`src/rtl/counter_pkg.sv`:
```
// ============================================================================
//  Module   : counter_pkg
//  Purpose  : Shared definitions for the counter family: direction and
//             boundary-mode encodings plus the terminal-value (MAX) helper.
//  Revision : 1.0 - initial release
// ============================================================================
`default_nettype none

package counter_pkg;

    // Encodings of the 'up' and 'sat' control inputs.
    localparam logic DIR_UP    = 1'b1;
    localparam logic DIR_DN    = 1'b0;
    localparam logic MODE_WRAP = 1'b0;
    localparam logic MODE_SAT  = 1'b1;

    // The helper works on a fixed 64-bit datapath. Callers zero-extend
    // their modulus into it and truncate the result back to their own
    // width, so any counter up to 64 bits can share it.
    localparam int CNT_MAX_W = 64;

    // MAX = mod_val - 1, or all ones when mod_val is 0 (full range).
    // After truncation to the caller's width, all ones is 2^WIDTH - 1.
    function automatic logic [CNT_MAX_W-1:0] cnt_max(input logic [CNT_MAX_W-1:0] mod_val);
        if (mod_val == '0) begin
            return '1;
        end
        return mod_val - {{(CNT_MAX_W-1){1'b0}}, 1'b1};
    endfunction

endpackage

`default_nettype wire

```
`src/rtl/mod_updown_counter_cnt_next_logic.sv`:
```
// ============================================================================
//  Module   : cnt_next_logic
//  Purpose  : Combinational next-count and boundary-event decode for the
//             up/down counter.
//  Ports    : cnt      - current count
//             max_val  - terminal value for this cycle
//             clr, load, load_val, en, up, sat - control inputs
//             nxt_cnt  - count to be registered at the next edge
//             evt_tc   - a boundary event happens at the next edge
//  Revision : 1.0 - initial release
// ============================================================================
`default_nettype none

module cnt_next_logic
    import counter_pkg::*;
#(
    parameter int WIDTH = 32
) (
    input  logic [WIDTH-1:0] cnt,
    input  logic [WIDTH-1:0] max_val,
    input  logic             clr,
    input  logic             load,
    input  logic [WIDTH-1:0] load_val,
    input  logic             en,
    input  logic             up,
    input  logic             sat,
    output logic [WIDTH-1:0] nxt_cnt,
    output logic             evt_tc
);

    always_comb begin
        nxt_cnt = cnt;
        evt_tc  = 1'b0;
        if (clr) begin
            nxt_cnt = '0;
        end else if (load) begin
            // Loaded values are clamped into the current range.
            nxt_cnt = (load_val > max_val) ? max_val : load_val;
        end else if (en) begin
            if (cnt > max_val) begin
                // Modulus shrank under a running count: re-enter the range
                // at the end the direction is heading away from. This is a
                // recovery, not a boundary event.
                nxt_cnt = (up == DIR_UP) ? '0 : max_val;
            end else if (up == DIR_UP) begin
                if (cnt == max_val) begin
                    evt_tc  = 1'b1;
                    nxt_cnt = (sat == MODE_WRAP) ? '0 : max_val;
                end else begin
                    nxt_cnt = cnt + 1'b1;
                end
            end else if (up == DIR_DN) begin
                if (cnt == '0) begin
                    evt_tc  = 1'b1;
                    nxt_cnt = (sat == MODE_SAT) ? '0 : max_val;
                end else begin
                    nxt_cnt = cnt - 1'b1;
                end
            end
        end
    end

endmodule

`default_nettype wire

```
`src/rtl/mod_updown_counter.sv`:
```
// ============================================================================
//  Module   : mod_updown_counter
//  Purpose  : Up/down counter with runtime modulus, synchronous clear/load,
//             wrap or saturate at the boundaries, a one-cycle terminal-count
//             pulse and a sticky boundary flag. WIDTH must be 2..64.
//  Ports    : clk, rst_n (async active-low), clr, load, load_val, en, up,
//             sat, mod_val (0 = full range) ; outputs cnt, tc, ovf
//  Revision : 1.0 - initial release
// ============================================================================
`default_nettype none

module mod_updown_counter
    import counter_pkg::*;
#(
    parameter int               WIDTH     = 32,
    parameter logic [WIDTH-1:0] RESET_VAL = '0
) (
    input  logic             clk,
    input  logic             rst_n,
    input  logic             clr,
    input  logic             load,
    input  logic [WIDTH-1:0] load_val,
    input  logic             en,
    input  logic             up,
    input  logic             sat,
    input  logic [WIDTH-1:0] mod_val,
    output logic [WIDTH-1:0] cnt,
    output logic             tc,
    output logic             ovf
);

    logic [WIDTH-1:0] max_val;
    logic [WIDTH-1:0] nxt_cnt;
    logic             evt_tc;

    // Widen into the helper's datapath, truncate back to WIDTH bits.
    assign max_val = WIDTH'(cnt_max(CNT_MAX_W'(mod_val)));

    cnt_next_logic #(
        .WIDTH (WIDTH)
    ) u_next (
        .cnt      (cnt),
        .max_val  (max_val),
        .clr      (clr),
        .load     (load),
        .load_val (load_val),
        .en       (en),
        .up       (up),
        .sat      (sat),
        .nxt_cnt  (nxt_cnt),
        .evt_tc   (evt_tc)
    );

    always_ff @(posedge clk or negedge rst_n) begin
        if (!rst_n) begin
            cnt <= RESET_VAL;
            tc  <= 1'b0;
            ovf <= 1'b0;
        end else begin
            cnt <= nxt_cnt;
            tc  <= evt_tc;
            if (clr) begin
                ovf <= 1'b0;
            end else if (evt_tc) begin
                ovf <= 1'b1;
            end
        end
    end

endmodule

`default_nettype wire

```
`config.mk`:
```
export PLATFORM = sky130hd
export DESIGN_NAME = mod_updown_counter
export DESIGN_NICKNAME = d
export VERILOG_FILES = /design/src/rtl/counter_pkg.sv /design/src/rtl/mod_updown_counter_cnt_next_logic.sv /design/src/rtl/mod_updown_counter.sv
export SDC_FILE = /design/constraint.sdc
export NUM_CORES = 1
export LEC_CHECK = 0
export CORE_AREA = 4 4 107 109
export CTS_BUF_LIST = sky130_fd_sc_hd__clkbuf_16
export CTS_CLUSTER_DIAMETER = 100
export DETAILED_ROUTE_END_ITERATION = 6
export DIE_AREA = 0 0 111 113
export DONT_BUFFER_PORTS = 1
export GPL_TIMING_DRIVEN = 0
export HOLD_SLACK_MARGIN = 0.05
export PLACE_DENSITY_LB_ADDON = 0.3
export SKIP_CTS_REPAIR_TIMING = 1
export SLEW_MARGIN = 30
export SYNTH_ARGS = -nofsm -noshare
export SYNTH_HDL_FRONTEND = slang
export SYNTH_HIERARCHICAL = 1
export SYNTH_SLANG_ARGS = --single-unit
```
`constraint.sdc`:
```
create_clock -name clk -period 4.5 [get_ports clk]
set_input_delay 0.45 -clock clk [delete_from_list [all_inputs] [get_ports clk]]
set_output_delay 0.45 -clock clk [all_outputs]
set_load 0.02 [all_outputs]
```
Yosys cells after proc, flatten, opt, wreduce, memory -nomap -nowiden
Cells that the tools add are included.
{"block": "word_totals", "reg_bits": 34, "latch_bits": 0, "ramBits": 0, "romBits": 0, "word_cells": 36, "mem_count": 0}
{"block": "op_classes", "add_sub_neg": 3, "multipliers": 0, "div": 0, "n_lt_le_gt_ge": 2, "eq_ne": 1, "shift": 0, "muxes": 23, "bitwise": 0, "reduce_logical": 4}
{"op": "two-way mux 32 bit", "n": 13}
{"op": "greater-than comparator 32 bit", "n": 2}
{"op": "zero test 32 bit", "n": 2}
{"op": "subtractor 32 x 1 -> 32 bit (second input constant)", "n": 2}
{"op": "adder 32 x 1 -> 32 bit (second input constant)", "n": 1}
{"op": "== test 32 bit", "n": 1}
{"op": "two-way mux 1 bit", "n": 10}
{"op": "nonzero test 3 bit", "n": 1}
{"op": "nonzero test 2 bit", "n": 1}

Logic depth before layout (Yosys ltp)
Gate-level depths: netlist of the first run.
{"block": "depth", "word_depth": 12, "depth_mapped": 22}

Modules after synthesis
The synthesis of the first run kept the hierarchy.
{"module": "cnt_next_logic", "n_inst": 1, "cells_per_inst": 700, "area_each_um2": 4509.3, "seq_area_each_um2": 0.0}
{"module": "mod_updown_counter", "n_inst": 1, "cells_per_inst": 174, "area_each_um2": 1697.9, "seq_area_each_um2": 850.8}

Worst setup path after synthesis of the first run
OpenSTA, ideal clock, no wires.
{"block": "synth_path", "kind": "input to register", "from": "input mod_val[0]", "to": "register cnt[21]", "setup_ps": 120, "arrival_ps": 5092, "required_time_ps": 4380, "setup_slack_ps": -713, "stages": 21, "cell_sequence": "inv_1 > ha_1 > or3b_1 > buf_6 > or3_1 > clkbuf_1 > o41ai_1 > a21oi_1 > a41oi_1 > inv_1 > ha_1 > nand4_1 > or4_1 > nor3_1 > clkbuf_1 > nor2_1 > a221oi_1 > nand2_1 > buf_2 > a211o_1 > a31o_2"}
{"block": "synth_between", "elab_chain_cells": 10}
{"element": "start, declared", "line_no": "mod_updown_counter.sv:26", "text": "input logic [WIDTH-1:0] mod_val,"}
{"element": "branches (longest 2 deep; another with subtractor 32 x 1 -> 32 bit)"}
{"element": "two-way mux 32 bit *", "line_no": "counter_pkg.sv:28", "text": "return mod_val - {{(CNT_MAX_W-1){1'b0}}, 1'b1};"}
{"element": "named net max_val[30]", "line_no": "mod_updown_counter.sv:32", "text": "logic [WIDTH-1:0] max_val;"}
{"element": "branches (longest 5 deep; another with greater-than comparator 32 bit)"}
{"element": "two-way mux 32 bit *", "line_no": "mod_updown_counter_cnt_next_logic.sv:36", "text": "end else if (load) begin"}
{"element": "two-way mux 32 bit *", "line_no": "mod_updown_counter_cnt_next_logic.sv:34", "text": "if (clr) begin"}
{"element": "named net nxt_cnt[21]", "line_no": "mod_updown_counter.sv:33", "text": "logic [WIDTH-1:0] nxt_cnt;"}
{"element": "end signal, assigned", "line_no": "mod_updown_counter.sv:60", "text": "cnt <= nxt_cnt;"}
{"element": "end, declared", "line_no": "mod_updown_counter.sv:27", "text": "output logic [WIDTH-1:0] cnt,"}
Mark *: on every way through the listed nets, which the timed path passes. The select of a mux whose other input is x is not followed.
A chain may end at the register's enable or synchronous reset.

Worst setup path after layout of the first run
{"block": "layout_path", "from": "input mod_val[1]", "to": "register cnt[11]"}
Same word-level chain as after synthesis.

==> results of run 1 <==
==> power by group <==
| part | internal [W] | leakage (nW) | switching (W) |
|---|---|---|---|
| clock | 0.000202 | 0.0619 | 0.000147 |
| sequential | 0.000333 | 0.446 | 0.000112 |
| combinational | 0.000371 | 2.68 | 0.000561 |
| total | 0.000907 | 3.19 | 0.000820 |
==> cells in the final DEF, fill, tap and decap left out, types with 9 or more instances in the layout <==
| cell type | count |
|---|---|
| a2111oi_2 | 11 |
| a211oi_1 | 9 |
| a21oi_1 | 63 |
| a21oi_2 | 11 |
| a221oi_2 | 9 |
| buf_4 | 63 |
| clkbuf_1 | 29 |
| clkbuf_16 | 9 |
| dfrtp_1 | 34 |
| ha_1 | 61 |
| inv_1 | 41 |
| nand2_1 | 62 |
| nand3_1 | 29 |
| nand4_1 | 24 |
| nor2_1 | 67 |
| nor3_1 | 52 |
| nor4_1 | 16 |
| o21ai_0 | 45 |
| o22ai_1 | 17 |
| or2_2 | 9 |
| or3_1 | 10 |
| or4_4 | 12 |
| xnor2_1 | 16 |
| xor2_1 | 23 |
==> layout make-up <==
class	instances	area (um2)	share of cell area, %
inverter	53	235.2	2.853
timing repair buffer	68	615.6	7.466
sequential	34	850.8	10.32
multi-input combinational	731	5861	71.08
tap	140	175.2	2.124
clock inverter	2	15.01	0.1821
clock buffer	5	125.1	1.517
buffer	55	367.9	4.461
==> worst paths after layout <==
path / start / slack, ps / end / depth (start not counted)
worst max-delay path: mod_val[1] / -250 / cnt[11] / 15
worst min-delay path: clr / 230 / ovf / 1
worst max register to register: cnt[17] / 740 / cnt[26] / 11
worst min register to register: ovf / 640 / ovf / 2
max in group asynchronous: rst_n / 3650 / cnt[16] / 2
min in group asynchronous: rst_n / 650 / cnt[20] / 2
==> routing by layer <==
layer	track usage, %	part of all wire [%]	vias up
met4	21.76	8.5	0
met5	0	0	-
met1	49.74	34	3859
met2	67.15	44	825
met3	10.05	13	235
li1	-	-	3517
==> logic make-up (layout without fill, tap and decap cells) <==
| kind of cell | after synthesis | count (layout) |
|---|---|---|
| and+or+nand+nor | 349 | 349 |
| AOI/OAI and AO/OA | 268 | 268 |
| buffers and inverters | 109 | 183 |
| adders and majority gates | 69 | 69 |
| xor gates and xnor gates | 39 | 39 |
| DFF | 34 | 34 |
| muxes | 6 | 6 |
==> flip-flops by register name (all words and copies together) (netlist names) <==
signal	count
cnt	32
ovf	1
tc	1
==> cell usage after synthesis, types with 11 or more instances <==
library cell  instances  area share, %
ha_1                 69             14
nor4_1               24            2.4
o221ai_1             12            1.7
xnor2_1              16            2.3
clkbuf_1             47            2.8
a21oi_1              75            6.0
nand4_1              24            2.4
a211oi_1             14            1.7
a2111oi_0            17            2.4
or3_1                14            1.4
o22ai_1              18            1.8
o21ai_0              48            3.9
nand3_1              37            3.0
nor3_1               60            4.8
nor2_1               70            4.2
nand2_1              66            4.0
a221oi_1             15            2.1
dfrtp_1              34             14
xor2_1               23            3.2
or4_1                11            1.3
inv_1                52            3.1
==> through the flow <==
stage | worst slack (ps) | util (%) | setup TNS (ps) | cells | total power, W
2_1_floorplan | -132.2 | - | -1485 | 874 | 0.0009153
3_3_place_gp | -956.9 | 62.41 | -26890 | 1014 | 0.001098
3_5_place_dp | -1126 | 62.41 | -31200 | 1014 | 0.001125
4_1_cts | -858.0 | 63.74 | -21660 | 1021 | 0.001470
5_1_grt | -421.9 | 77.77 | -10330 | 1088 | 0.001790
6_report | -253.1 | 77.77 | -5516 | 1088 | 0.001727
==> qor.txt, run 1 <==
LEAKAGE - 3.188 nW
Routed length per instance - 27.60 um
Tcrit/Tclk final - 105.6%
Post-Synth Adder-Cell Area - 13.91%
Xor and xnor area share after synthesis - 5.503%
Via/cell ratio - 7.754
Via count - 8436
Fin Clk Skew - 4.770 ps
RSZ-0062 raised after global routing - true
Final worst slack - -253.1 ps
Hold Path Class - input port to flop
Layout Nets - 1088
EDFF count, synth - 0
Worst slew margin - 31.47%
Syn Nets - 1014
Syn_area_per_cell - 7.102 um2
Buffers on Ports - 0
Max-cap check violation count - 0
Hold_ws - 226.3 ps
Failing checks - design-rule violations, negative setup slack
Die extent in x - 111 um
Post-route cell area - 8245 um2
Ports - 105
Critical Path RT - 4610 ps
Post-layout min period - 4753 ps
Hold violation count in the final report - 0
Worst Path Buf+Inv - 2
Inserted Diodes - 0
Startpoint types - input port
Total number of H-tree levels - 2
Outcome - finished with violations
Max Clock Freq - 0.2104 GHz
TritonCTS Buffers - 5
Vert. Die Dim - 113 um
Pre-Repair DR Iteration Count - 7
Sequential share of the synthesized area - 13.71%
Clock Latency Late Sink - 280 ps
GRT Total Usage - 40.92%
Post-synthesis simple-gate area fraction - 29.41%
Root Buffer - clkbuf_16
CTS sink count - 34
CP Cell Sequence - or4_4 > or4_4 > nor3_4 > a211oi_2 > a31oi_2 > inv_2 > ha_1 > and3_1 > nand4_1 > or3_4 > nor3_2 > buf_1 > nor3_1 > a21oi_1 > a211oi_1
Crit-path leading delay family - simple AND/OR/NAND/NOR gates
Area Growth Syn to Fin - 32.84%
Mux share of post-synthesis cell area - 0.9877%
Critical setup path kind - input port to flop
Final Setup Violations - 30
WP data arrival - 4860 ps
Drt first-iter violations - 1428
Power Dens Cells - 209.5 nW/um2
Core Box Area - 10600 um2
Antenna viol nets, final - 0
Syn Inst Count - 874
GRT overflow - 0
Syn. warnings - 6
Gpl congestion - 1.060
CP endpoint kind - flop
First-pass GRT wire length - 40690 um
Top_reg_cell synth - dfrtp_1
Number of global-route vias before repair - 7229
Most used cell, CP - or4_4
Slowest cell on the critical path - or4_4
Drt total wl - 30030 um
DIE AREA - 12540 um2
Netlist Area Pre-Place - 6207 um2
Largest net degree at the start of global routing - 35
Worst vdd ir - 0.1654 mV
Post-synth ARST share - 100.0%
Initial core utilization - 58.54%
Slew Viols, Final - 0
Cell row count - 38
Fill cells - 702
Placed cell areas - 6618 um2
DP HPWL - 21240 um
CTS tree - yes
Clk slew on worst S/H paths - 60 ps
Worst slew pin tran - 1028 ps
Largest family of logic cells by synthesized area - simple AND/OR/NAND/NOR gates
DRC - 27
Share of cells above drive strength 1 - 26.79%
Synth cell types - 73
Antenna violations before repair - 0
Seq cells post-synth - 34
Clk buf depth - 2
Crit path max fanout - 10
Max incr delay on CP - 580 ps
Synth Area in Compound Gates - 29.33%
Power figures use the tool's default switching activity.
==> inputs of run 2 (changes only) <==
Settings changed: SETUP_SLACK_MARGIN set to 0.5.
==> qor.txt, run 2 (synthesis results as in run 1) <==
Outcome - finished with violations
Failing checks - design-rule violations, negative setup slack
Stages on worst setup path - 15
Total number of H-tree levels - 2
Clk buf depth - 2
Clock Latency Late Sink - 300 ps
Startpoint types - input port
Max Clock Freq - 0.1945 GHz
Critical setup path kind - input port to flop
GRT busiest layer - met2
Final worst slack - -641.6 ps
Area Growth Syn to Fin - 33.44%
Tcrit/Tclk final - 114.3%
Routed length per instance - 29.99 um
Critical Path RT - 4660 ps
Post-Place Cells - 1014
Clk slew on worst S/H paths - 70 ps
Via count - 8619
Reg2reg setup slack - 600 ps
WP data arrival - 5310 ps
DRC - 2
CTS tree - yes
Hold violation count in the final report - 0
Layout Nets - 1075
CP endpoint - cnt[19]
Max-cap check violation count - 0
Setup TNS - -13360 ps
Post-layout min period - 5142 ps
Hold Path Class - input port to flop
RSZ-0062 raised after global routing - true
Crit path max fanout - 10
GRT Total Usage - 43.83%
Critical Path Start - mod_val[20]
Pre-Repair DR Iteration Count - 7
Core Box Area - 10600 um2
Worst Path Buf+Inv - 2
CTS sink count - 34
DIE AREA - 12540 um2
Number of flip-flops in the largest register - 32
Worst slew margin - 8.560%
Fin cells - 1076
Cell row count - 38
Top reg by flops - cnt
Final Util - 78.12%
R2R cell count - 9
Antenna viol nets, final - 0
Slew Viols, Final - 0
Initial core utilization - 58.54%
Drt first-iter violations - 1684
Grt met1 use - 53.80%
Crit-path leading delay family - simple AND/OR/NAND/NOR gates
Grt met2 use - 68.81%
Buffers on Ports - 0
Ports - 105
Fin Clk Skew - 11.48 ps
Top flop regs - cnt (32), ovf (1), tc (1)
Die extent in x - 111 um
Gpl congestion - 1.040
Power Dens Cells - 229.2 nW/um2
Largest net degree at the start of global routing - 35
Inserted Diodes - 0
Via/cell ratio - 8.010
Antenna violations before repair - 0
Share of cells above drive strength 1 - 25.00%
Final Setup Violations - 32
LEAKAGE - 3.160 nW
TritonCTS Buffers - 5
Reg2reg start - cnt[23]
Placed cell areas - 6699 um2
Hold_ws - 207.3 ps
FF-to-FF End - cnt[19]
Drt total wl - 32270 um
Commonest non-fill, non-tap cell in the layout - nor2_1
First-pass GRT wire length - 43150 um
Vert. Die Dim - 113 um
CP Cell Sequence - nor4_1 > nand4_1 > or3_1 > clkbuf_4 > nand3_1 > inv_1 > ha_1 > a21oi_1 > o21ai_0 > a221oi_2 > nand3_1 > nor2_2 > a221o_1 > a221oi_2 > a2111oi_0
Worst vdd ir - 0.1610 mV
GRT overflow - 0
Max incr delay on CP - 760 ps
Worst slew pin tran - 1367 ps
Post-route cell area - 8283 um2
DP HPWL - 21880 um
CP endpoint kind - flop
Root Buffer - clkbuf_16
M3 GR Usage - 15.24%
Number of global-route vias before repair - 7509
Slowest cell on the critical path - a221oi_2
Most frequent cells in the layout - nor2_1, a21oi_1, ha_1
-- run 2: cell count changes in the layout (fill, tap and decap cells not counted), moves of 4 or more --
cell,change
buf_4,-20
o221ai_1,-7
buf_6,+6
o221ai_4,+6
a21oi_2,-5
ha_1,+5
ha_4,-5
o22ai_1,-4
o22ai_2,+4
-- run 2: how the worst min path moves through the flow --
stage | from | end | slack (ps) | cells after the start
after floorplan | rst_n | cnt[0] | 150 | 0
after global placement | rst_n | cnt[18] | 160 | 0
after detailed placement | rst_n | cnt[19] | 160 | 0
after CTS | rst_n | cnt[17] | -160 | 0
after global routing | clr | ovf | 210 | 1
final | clr | ovf | 210 | 1
-- run 2: power by group --
part | internal (W) | total (W) | switching, W | leakage (nW)
clock network | 0.000319 | 0.000485 | 0.000166 | 0.0940
logic | 0.000380 | 0.000974 | 0.000594 | 2.62
registers | 0.000333 | 0.000439 | 0.000106 | 0.446
-- run 2: cell type report --
class / count / area, um2
fill: 730 / 2320
sequential: 34 / 850.8
timing repair buffer: 54 / 531.8
clock inverter: 3 / 68.82
tap: 140 / 175.2
buffer: 56 / 409.1
multi-input combinational: 731 / 5871
inverter: 53 / 251.5
clock buffer: 5 / 125.1
-- run 2: metal layers --
layer / part of all wire [%] / vias up
met4: 7.9 / 0
met5: 0 / -
met3: 16 / 265
met2: 43 / 925
met1: 33 / 3940
li1: - / 3489
-- run 2: worst reg2reg max path: cells and delay by family, from the launching register on --
| kind | cells | cell delay, ps |
|---|---|---|
| AO/OA/AOI/OAI | 6 | 1760 |
| AND/OR/NAND/NOR | 2 | 960 |
| flip-flops | 1 | 680 |
| adder cells (fa/ha/maj) | 1 | 360 |
-- run 2: per-stage QoR --
| step | total power, W | worst slack [ps] |
|---|---|---|
| after floorplan | 0.0009279 | -117.5 |
| after global placement | 0.001120 | -1301 |
| after detailed placement | 0.001146 | -1384 |
| after CTS | 0.001622 | -1089 |
| after global routing | 0.001948 | -653.9 |
| final | 0.001899 | -641.6 |
==> inputs of run 3 (changes only) <==
Settings changed: CORE_AREA 4 4 107 109 to 4 4 102 114, DIE_AREA 0 0 111 113 to 0 0 106 118.
==> qor.txt, run 3 (synthesis results as in run 1) <==
Outcome - finished with violations
Failing checks - design-rule violations, negative setup slack
CP endpoint kind - flop
Final worst slack - -479.3 ps
Buffers on Ports - 0
Worst vdd ir - 0.1662 mV
Number of global-route vias before repair - 7258
Share of cells above drive strength 1 - 23.35%
RSZ-0062 raised after global routing - true
Drt total wl - 29740 um
Final Setup Violations - 32
Clock Latency Late Sink - 280 ps
Initial core utilization - 60.00%
Most used cell, CP - or4_4
Slew Viols, Final - 0
Cell row count - 39
Post-route cell area - 8122 um2
Die extent in x - 106 um
Crit-path leading delay family - simple AND/OR/NAND/NOR gates
DRC - 8
CP Cell Sequence - or4_4 > or4_4 > nor3_4 > a211oi_1 > a31oi_2 > inv_1 > ha_4 > nand4_1 > or4_4 > buf_4 > a31oi_4 > buf_8 > a211o_4 > buf_8 > buf_4 > o22ai_1 > a211o_1 > a31o_2
CTS tree - yes
Ports - 105
DIE AREA - 12510 um2
Root Buffer - clkbuf_16
Vert. Die Dim - 118 um
Critical Path RT - 4670 ps
Placed cell areas - 6691 um2
Most frequent cells in the layout - nor2_1, a21oi_1, ha_1
Inserted Diodes - 0
Slowest cell on the critical path - or4_4
Worst slew margin - 11.25%
Gpl congestion - 1.008
Worst Path Buf+Inv - 5
Tcrit/Tclk final - 110.7%
Worst slew pin tran - 1326 ps
Top reg by flops - cnt
TritonCTS Buffers - 5
Fin Clk Skew - 3.595 ps
Critical setup path kind - input port to flop
Antenna violations before repair - 0
CTS sink count - 34
Total power - 0.001730 W
Core Box Area - 10340 um2
Routed length per instance - 27.51 um
Post-layout min period - 4979 ps
First-pass GRT wire length - 40030 um
Via count - 8505
Max Clock Freq - 0.2008 GHz
Power Dens Cells - 213.0 nW/um2
Startpoint types - input port
Top flop regs - cnt (32), ovf (1), tc (1)
DP HPWL - 20810 um
Max incr delay on CP - 670 ps
WP data arrival - 5150 ps
Clk buf depth - 2
Final Util - 78.51%
Area Growth Syn to Fin - 30.84%
Clk slew on worst S/H paths - 60 ps
LEAKAGE - 3.130 nW
Hold Path Class - input port to flop
Layout Nets - 1078
GRT overflow - 0
Crit path max fanout - 6
Drt first-iter violations - 1445
Antenna viol nets, final - 0
Total number of H-tree levels - 2
Hold violation count in the final report - 0
Number of flip-flops in the largest register - 32
Pre-Repair DR Iteration Count - 7
Max-cap check violation count - 0
GRT Total Usage - 40.43%
Commonest non-fill, non-tap cell in the layout - nor2_1
Via/cell ratio - 7.868
Largest net degree at the start of global routing - 35
run 3: changes by cell type in the layout (fill, tap and decap cells not counted), sizes merged:
cell      change
clkinvlp      +2
buf           -2
bufinv        -2
clkbuf        +5
clkinv        -1
run 3: area by class of cell:
type                       instances  area [um2]
clock buffer                       5       125.1
buffer                            56       381.6
multi-input combinational        731        5751
tap                              143       178.9
inverter                          53       237.7
timing repair buffer              57       581.8
fill                             739        2223
sequential                        34       850.8
clock inverter                     2       15.01
run 3: path summary, 6_finish.rpt:
check | start | endpoint | slack, ps | depth (start not counted)
max | mod_val[1] | cnt[21] | -480 | 18
min | clr | ovf | 220 | 1
max reg2reg | cnt[2] | cnt[21] | 670 | 9
min reg2reg | ovf | ovf | 670 | 2
max in group asynchronous | rst_n | cnt[11] | 3690 | 2
min in group asynchronous | rst_n | cnt[22] | 620 | 2
run 3: power breakdown:
group / switching (W) / internal, W
Sequential: 0.000110 / 0.000333
Clock: 0.000150 / 0.000202
Combinational: 0.000565 / 0.000369
run 3: stage by stage:
step	hold slack [ps]	setup WS, ps	TNS (ps)	instances
after detailed placement	155.3	-953.9	-25580	1017
after floorplan	154.4	-117.5	-918.5	874
final	224.6	-479.3	-11690	1081
after global routing	222.1	-598.8	-14210	1081
after CTS	-141.5	-717.0	-16870	1024
after global placement	155.3	-918.4	-24500	1017
run 3: metal layers:
layer / track usage, % / up-vias / share of wire, %
met5: 0 / - / 0
met4: 27.13 / 0 / 9.9
met3: 9.929 / 282 / 15
met2: 64.19 / 888 / 44
met1: 47.89 / 3826 / 32
li1: - / 3509 / -
